`src/rtl/alu_issue.sv`:
```
// rtl/alu_issue.sv - MIPS ALU issue stage: decode, 32x32 GRF, drive external ALU, write back.
// Define ALU_ISSUE_FAST_EN to drop the WB state (3-cycle latency instead of 4).
module alu_issue (
    input  logic        clk,
    input  logic        rst_n,
    input  logic        instr_valid,
    input  logic [31:0] instr,
    output logic        instr_ready,
    output logic [31:0] alu_a,
    output logic [31:0] alu_b,
    output logic [2:0]  alu_op,
    input  logic [31:0] alu_c,
    output logic        wb_valid,
    output logic [4:0]  wb_addr,
    output logic [31:0] wb_data,
    output logic        illegal,
    input  logic [4:0]  dbg_raddr,
    output logic [31:0] dbg_rdata
);

    typedef enum logic [1:0] {
        IDLE   = 2'd0,
        DECODE = 2'd1,
        EXEC   = 2'd2,
        WB     = 2'd3
    } state_t;

    localparam logic [5:0] OPC_RTYPE = 6'b000000;
    localparam logic [5:0] OPC_ADDIU = 6'b001001;
    localparam logic [5:0] OPC_ORI   = 6'b001101;
    localparam logic [5:0] OPC_LUI   = 6'b001111;

    localparam logic [5:0] FN_ADDU = 6'b100001;
    localparam logic [5:0] FN_SUBU = 6'b100011;
    localparam logic [5:0] FN_AND  = 6'b100100;
    localparam logic [5:0] FN_OR   = 6'b100101;
    localparam logic [5:0] FN_SRLV = 6'b000110;
    localparam logic [5:0] FN_SRAV = 6'b000111;

    localparam logic [2:0] ALU_ADD = 3'b000;
    localparam logic [2:0] ALU_SUB = 3'b001;
    localparam logic [2:0] ALU_AND = 3'b010;
    localparam logic [2:0] ALU_OR  = 3'b011;
    localparam logic [2:0] ALU_SRL = 3'b100;
    localparam logic [2:0] ALU_SRA = 3'b101;

    state_t      state_q;
    logic [31:0] instr_q;
    logic [31:0] alu_a_q;
    logic [31:0] alu_b_q;
    logic [2:0]  alu_op_q;
    logic        wb_valid_q;
    logic [4:0]  wb_addr_q;
    logic [31:0] wb_data_q;
    logic        illegal_q;
    logic [31:0] grf_q [32];

    function automatic logic is_legal(input logic [31:0] w);
        logic ok;
        ok = 1'b0;
        case (w[31:26])
            OPC_RTYPE: begin
                case (w[5:0])
                    FN_ADDU, FN_SUBU, FN_AND, FN_OR, FN_SRLV, FN_SRAV: ok = 1'b1;
                    default: ok = 1'b0;
                endcase
            end
            OPC_ADDIU, OPC_ORI, OPC_LUI: ok = 1'b1;
            default: ok = 1'b0;
        endcase
        return ok;
    endfunction

    logic [4:0]  rs_idx;
    logic [4:0]  rt_idx;
    logic [4:0]  rd_idx;
    logic [15:0] imm;
    logic [31:0] rs_val;
    logic [31:0] rt_val;

    assign rs_idx = instr_q[25:21];
    assign rt_idx = instr_q[20:16];
    assign rd_idx = instr_q[15:11];
    assign imm    = instr_q[15:0];
    // Entry 0 is never written, so it reads as zero without a special case.
    assign rs_val = grf_q[rs_idx];
    assign rt_val = grf_q[rt_idx];

    logic [31:0] dec_a;
    logic [31:0] dec_b;
    logic [2:0]  dec_op;
    logic [4:0]  dec_dest;
    logic        dec_legal;

    assign dec_legal = is_legal(instr_q);

    always_comb begin
        dec_a    = rs_val;
        dec_b    = rt_val;
        dec_op   = ALU_ADD;
        dec_dest = rd_idx;
        case (instr_q[31:26])
            OPC_RTYPE: begin
                case (instr_q[5:0])
                    FN_SUBU: dec_op = ALU_SUB;
                    FN_AND:  dec_op = ALU_AND;
                    FN_OR:   dec_op = ALU_OR;
                    FN_SRLV: begin
                        dec_a  = rt_val;
                        dec_b  = {27'b0, rs_val[4:0]};
                        dec_op = ALU_SRL;
                    end
                    FN_SRAV: begin
                        dec_a  = rt_val;
                        dec_b  = {27'b0, rs_val[4:0]};
                        dec_op = ALU_SRA;
                    end
                    default: dec_op = ALU_ADD;
                endcase
            end
            OPC_ADDIU: begin
                dec_b    = {{16{imm[15]}}, imm};
                dec_dest = rt_idx;
            end
            OPC_ORI: begin
                dec_b    = {16'b0, imm};
                dec_op   = ALU_OR;
                dec_dest = rt_idx;
            end
            OPC_LUI: begin
                dec_a    = {imm, 16'b0};
                dec_b    = 32'b0;
                dec_op   = ALU_OR;
                dec_dest = rt_idx;
            end
            default: dec_dest = rd_idx;
        endcase
    end

    always_ff @(posedge clk or negedge rst_n) begin
        if (!rst_n) begin
            state_q    <= IDLE;
            instr_q    <= '0;
            alu_a_q    <= '0;
            alu_b_q    <= '0;
            alu_op_q   <= '0;
            wb_valid_q <= 1'b0;
            wb_addr_q  <= '0;
            wb_data_q  <= '0;
            illegal_q  <= 1'b0;
            for (int i = 0; i < 32; i++) begin
                grf_q[i] <= '0;
            end
        end else begin
            illegal_q  <= 1'b0;
            wb_valid_q <= 1'b0;
            case (state_q)
                IDLE: begin
                    // Legality is checked on the incoming word so illegal pulses in the DECODE cycle.
                    if (instr_valid) begin
                        instr_q   <= instr;
                        illegal_q <= !is_legal(instr);
                        state_q   <= DECODE;
                    end
                end
                DECODE: begin
                    if (dec_legal) begin
                        alu_a_q   <= dec_a;
                        alu_b_q   <= dec_b;
                        alu_op_q  <= dec_op;
                        wb_addr_q <= dec_dest;
                        state_q   <= EXEC;
`ifdef ALU_ISSUE_FAST_EN
                        wb_valid_q <= 1'b1;
`endif
                    end else begin
                        state_q <= IDLE;
                    end
                end
`ifdef ALU_ISSUE_FAST_EN
                EXEC: begin
                    if (wb_addr_q != 5'd0) begin
                        grf_q[wb_addr_q] <= alu_c;
                    end
                    wb_data_q <= alu_c;
                    state_q   <= IDLE;
                end
`else
                EXEC: begin
                    wb_data_q  <= alu_c;
                    wb_valid_q <= 1'b1;
                    state_q    <= WB;
                end
                WB: begin
                    if (wb_addr_q != 5'd0) begin
                        grf_q[wb_addr_q] <= wb_data_q;
                    end
                    state_q <= IDLE;
                end
`endif
                default: state_q <= IDLE;
            endcase
        end
    end

    assign instr_ready = (state_q == IDLE);
    assign alu_a       = alu_a_q;
    assign alu_b       = alu_b_q;
    assign alu_op      = alu_op_q;
    assign wb_valid    = wb_valid_q;
    assign wb_addr     = wb_addr_q;
    assign illegal     = illegal_q;
`ifdef ALU_ISSUE_FAST_EN
    assign wb_data     = wb_valid_q ? alu_c : wb_data_q;
`else
    assign wb_data     = wb_data_q;
`endif
    assign dbg_rdata   = (dbg_raddr == 5'd0) ? 32'b0 : grf_q[dbg_raddr];

endmodule

```
`config.mk`:
```
export PLATFORM = sky130hd
export DESIGN_NAME = alu_issue
export DESIGN_NICKNAME = d
export VERILOG_FILES = /design/src/rtl/alu_issue.sv
export SDC_FILE = /design/constraint.sdc
export NUM_CORES = 2
export LEC_CHECK = 0
export CAP_MARGIN = 20
export CORE_MARGIN = 1
export CORE_UTILIZATION = 40
export DETAILED_ROUTE_END_ITERATION = 10
export PLACE_DENSITY = 0.55
export SYNTH_ARGS = -nofsm -noshare
export SYNTH_HDL_FRONTEND = slang
export SYNTH_SLANG_ARGS = --single-unit
```
`constraint.sdc`:
```
create_clock -name clk -period 2.9 [get_ports clk]
set_input_delay 0.58 -clock clk [delete_from_list [all_inputs] [get_ports clk]]
set_output_delay 0.58 -clock clk [all_outputs]
set_load 0.05 [all_outputs]
```
==> results.txt <==
The flow ran to the end, but the final reports show violations. The final reports fail on negative setup slack. Counting flops and latches in the post-synthesis netlist gives ~1.2k. Yosys instantiated no cell more often than sky130_fd_sc_hd__dfrtp_1.

After Yosys synthesis, XOR and XNOR cells account for less than 1% of the synthesized area. The fraction of the core area covered by cells at the end of the flow is 49.05%. Sorting the synthesized cells by how often they occur yields 1,164 x sky130_fd_sc_hd__dfrtp_1, 1,131 x sky130_fd_sc_hd__mux2_2, 658 x sky130_fd_sc_hd__mux4_2, 476 x sky130_fd_sc_hd__mux2i_1, 327 x sky130_fd_sc_hd__clkbuf_1. The static leakage came out at ~38 nW.

The share of post-route cells with drive strength above 1 came out at between 50% and 60%. Entering global routing, the biggest net connects between 90 and 100 pins. The DRC marker count from the first detailed-route iteration came out at a little under 5k. The slew of the pin with the lowest slew margin is roughly 780 ps. The number of global-route vias before repair came out at about 50k.

The average detailed-routed wire length per instance is between 30 and 40 um. In the routed layout, each cell is associated on average with a via count of approximately 6.5. By area the synthesized netlist is led by sky130_fd_sc_hd__dfrtp_1 43%, sky130_fd_sc_hd__mux4_2 22%, sky130_fd_sc_hd__mux2_2 19%. The residual antenna-violating net count after detailed routing is 0. The synthesized netlist devotes ~2.1% of its cell area to simple gates.

By area, the combinational part of the netlist is dominated by multiplexers. For this design the top-level I/O count stands at 211. Before CTS, the worst setup slack after placement is -585.6 ps. The net count of the finished layout is around 5.3k. The net count after synthesis is 4,866.

The post-synthesis instance area came out at roughly 70,000 um^2. The number of max-cap violations came out at 0. The count of endpoints failing hold in the final timing report was 0.

Setup repair after global routing could not meet its margin everywhere. The complex-gate fraction of the synthesized area is 4.605%. In this run the vertical extent of the chip is between 400 and 500 um.

The sequential fraction of the synthesis area is between 40% and 50%. STA classifies the critical path startpoint as a register. The kind of critical path is reg -> out.

The count of unique library cells instantiated by Yosys came out at 46. The total vias in the final route is 49.25k. Among all flip-flop cells after synthesis, the most frequent one is sky130_fd_sc_hd__dfrtp_1. At the end of routability-driven placement, the weighted congestion stood at 0.9035.

The number of search-and-repair iterations in the first detailed-routing pass came out at 5. TritonCTS built the clock tree. The overall routing resource usage came out at 31.01%.

The global-route congestion overflow total is 0. Compared with the post-synthesis result, the final layout area differs by 21.49%. The number of enable flip-flop cells after synthesis came out at 0. Of all cell types, the one taking the most synthesized area is sky130_fd_sc_hd__dfrtp_1. The effective utilization at floorplan is 40.37%. The most critical setup path has its startpoint at grf_q[389]$_DFFE_PN0P_. In the synthesized netlist, the number of instances is approximately 4.8k. The total power draw is ~65 mW. The core region is approximately 170,000 um^2. The placed standard-cell area came out at roughly 76,000 um^2. Multiplexer cells account for between 40% and 50% of the synthesized area. The final worst setup slack is -441.3 ps. The peak supply drop is between 0.7 and 0.8 mV.

The number of buffers inserted by port buffering came out at 210. The critical path contains buffers and inverters numbering 2 combined. The required time reported for the critical path endpoint is roughly 2300 ps. The cell-internal power came out at about 40 mW.

The flop-to-flop setup slack came out at 80 ps. In this design, the critical path's most frequently occurring cell is sky130_fd_sc_hd__mux4_2. STA classifies the critical path endpoint as an output port. The placement row count is between 150 and 200.

The initial antenna violation count is 6. Once placement completed, the tool counted placed cells totaling 7,123. The fraction of power consumed by combinational cells is around 41%. Of the total power, the share spent switching nets is between 30 and 40%.

The count of pins over their slew limit is 0. The finished layout cell area came out at roughly 83,000 um^2. The total clock buffers created by CTS is about 140. The share of synthesized registers carrying an async set or reset is 100.0%. The signal on the critical path passes through mux4_2 -> mux4_2 -> mux2i_1 -> buf_4 -> nor2_4 -> buf_6.

The biggest fanout along the worst timing path is 4. The synthesized area per cell came out at roughly 14 um^2. The die area is approximately 170,000 um^2. The slowest stage of the critical path is the sky130_fd_sc_hd__mux4_2 cell.

The total net switching power came out at between 20 and 30 mW. For this run, the top clock speed supported by timing is ~300 MHz. The first global-routing pass estimated about 380 mm of wire.

The post-route minimum period is 3341 ps. The clock edge transition at the registers on the reported setup and hold paths is about 60 ps. Dividing total power by cell area gives a power density of about 800 nW/um^2. The ratio of final minimum period to clock period came out at 115.2%.

The startpoint identified for the worst register-to-register timing path is instr_q[17]$_DFFE_PN0P_. The count of clock tree sinks is between 1k and 1.5k. Between clock sinks in the finished design, the worst skew comes to 22.74 ps. The final hold slack came out at between 300 and 400 ps. The path class of the tightest hold or removal check is in -> async. The part of the total power dissipated in the clock network is between 20 and 30%.

The final count of negative-setup-slack endpoints is 32. The tree is rooted in a sky130_fd_sc_hd__clkbuf_16. The count of H-tree levels built during CTS is 4. The normalized max-slew margin came out at approximately half.

The share of total power in sequential cells came out at 30.5%. The sum of negative setup slack is -11,610 ps. The die is between 400 and 500 um wide.

The total wire length after detailed routing is 268.9 mm. In this design, the largest share of critical-path delay is due to multiplexers. The arrival time of data at the critical path endpoint is ~2800 ps. The clock tree buffer depth is 3. The adder and majority cell fraction of the synthesized area is 0%. The detailed-route DRC error count is 0. The total half-perimeter wirelength after legalization and detailed placement is approximately 170 mm. The peak per-stage delay on the critical path is 500 ps. The synthesis warning total is 0. The top-area cell type share of the netlist area came out at a little over two fifths. The source-to-sink clock delay at the later pin of the worst-skew pair came out at 800 ps. The final cell count without fillers is roughly 7.6k.
[kinds of logic after synthesis]
group,count (synthesis)
AOI/OAI and AO/OA,478
xor gates and xnor gates,3
buffers and inverters,547
DFF,1164
muxes,2265
and+or+nand+nor,337
[power groups by stage]
stage | registers, mW | logic (mW) | clock network [mW]
final | 19.9 | 26.7 | 18.8
after global routing | 20.1 | 27.6 | 19.7
after CTS | 19.9 | 26.4 | 19.0
after detailed placement | 20.2 | 26.2 | 0
after global placement | 20.2 | 26.0 | 0
after floorplan | 21.6 | 13.1 | 0
[layer usage]
layer | part of all wire, % | vias to the layer above | GRT usage [%]
li1 | - | 19680 | -
met1 | 40 | 26480 | 40.90
met2 | 46 | 2404 | 47.82
met3 | 7.6 | 675 | 5.799
met4 | 6.5 | 6 | 18.15
met5 | 0.015 | - | 0
[cell usage in the layout (no fill, tap or decap), drive strengths merged, types with 5 or more instances in the layout]
cell type	count
a21oi	114
a22oi	215
a41oi	16
and2	7
buf	692
bufinv	17
clkbuf	200
clkdlybuf4s50	155
clkinv	23
dfrtp	1164
inv	10
mux2	1131
mux2i	476
mux4	658
nand2	143
nand2b	7
nand3	5
nor2	132
nor2b	10
nor4	12
o21a	6
o21ai	38
o221ai	5
o22a	5
o22ai	75
or2	5
[final cells by class]
type / count / area (um^2)
repair buffers: 855 / 8914
clock inverters: 49 / 716.9
multi-input cells: 3083 / 37510
flip-flops and latches: 1164 / 29150
clock buffers: 198 / 4129
fillers: 14720 / 86450
well taps: 2218 / 2775
inverters: 3 / 11.26
diodes: 2 / 5.005
[path summary, 6_finish.rpt]
check / to / depth (start not counted)
setup / recovery: dbg_rdata[5] / 6
hold / removal: grf_q[344]$_DFFE_PN0P_ / 2
setup reg to reg: alu_b[25]$_DFFE_PN0P_ / 11
hold reg to reg: grf_q[995]$_DFFE_PN0P_ / 0
max in group asynchronous: grf_q[978]$_DFFE_PN0P_ / 3
min in group clk: wb_data[1]$_DFFE_PN0P_ / 2
[registers in the layout, indices dropped and copies added (netlist names), 3 cells and up, named ones only]
| signal | count |
|---|---|
| grf_q | 1024 |
| alu_a | 32 |
| alu_b | 32 |
| instr_q | 32 |
| wb_data | 32 |
| wb_addr | 5 |
| alu_op | 3 |
[timing repair]
item / CTS / global route
setup buffers: 143 / 52
gates resized for setup: 55 / 20
gates cloned: 4 / 2
pin swaps: 4 / 3
hold endpoints to repair: 30 / 0
setup endpoints to repair: 39 / 41
hold buffers: 1 / 0
[worst reg2reg max path: stages (launching register included)]
cell and delay (ps):
sky130_fd_sc_hd__dfrtp_4 460, sky130_fd_sc_hd__buf_16 220, sky130_fd_sc_hd__buf_12 220, sky130_fd_sc_hd__buf_16 290
sky130_fd_sc_hd__buf_4 400, sky130_fd_sc_hd__mux2i_1 110, sky130_fd_sc_hd__a22oi_1 210, sky130_fd_sc_hd__nand2_1 90
sky130_fd_sc_hd__o22ai_1 230, sky130_fd_sc_hd__o21ai_0 160, sky130_fd_sc_hd__buf_4 220, sky130_fd_sc_hd__a21oi_1 130
Note: power is estimated with default switching activity, not from simulation.
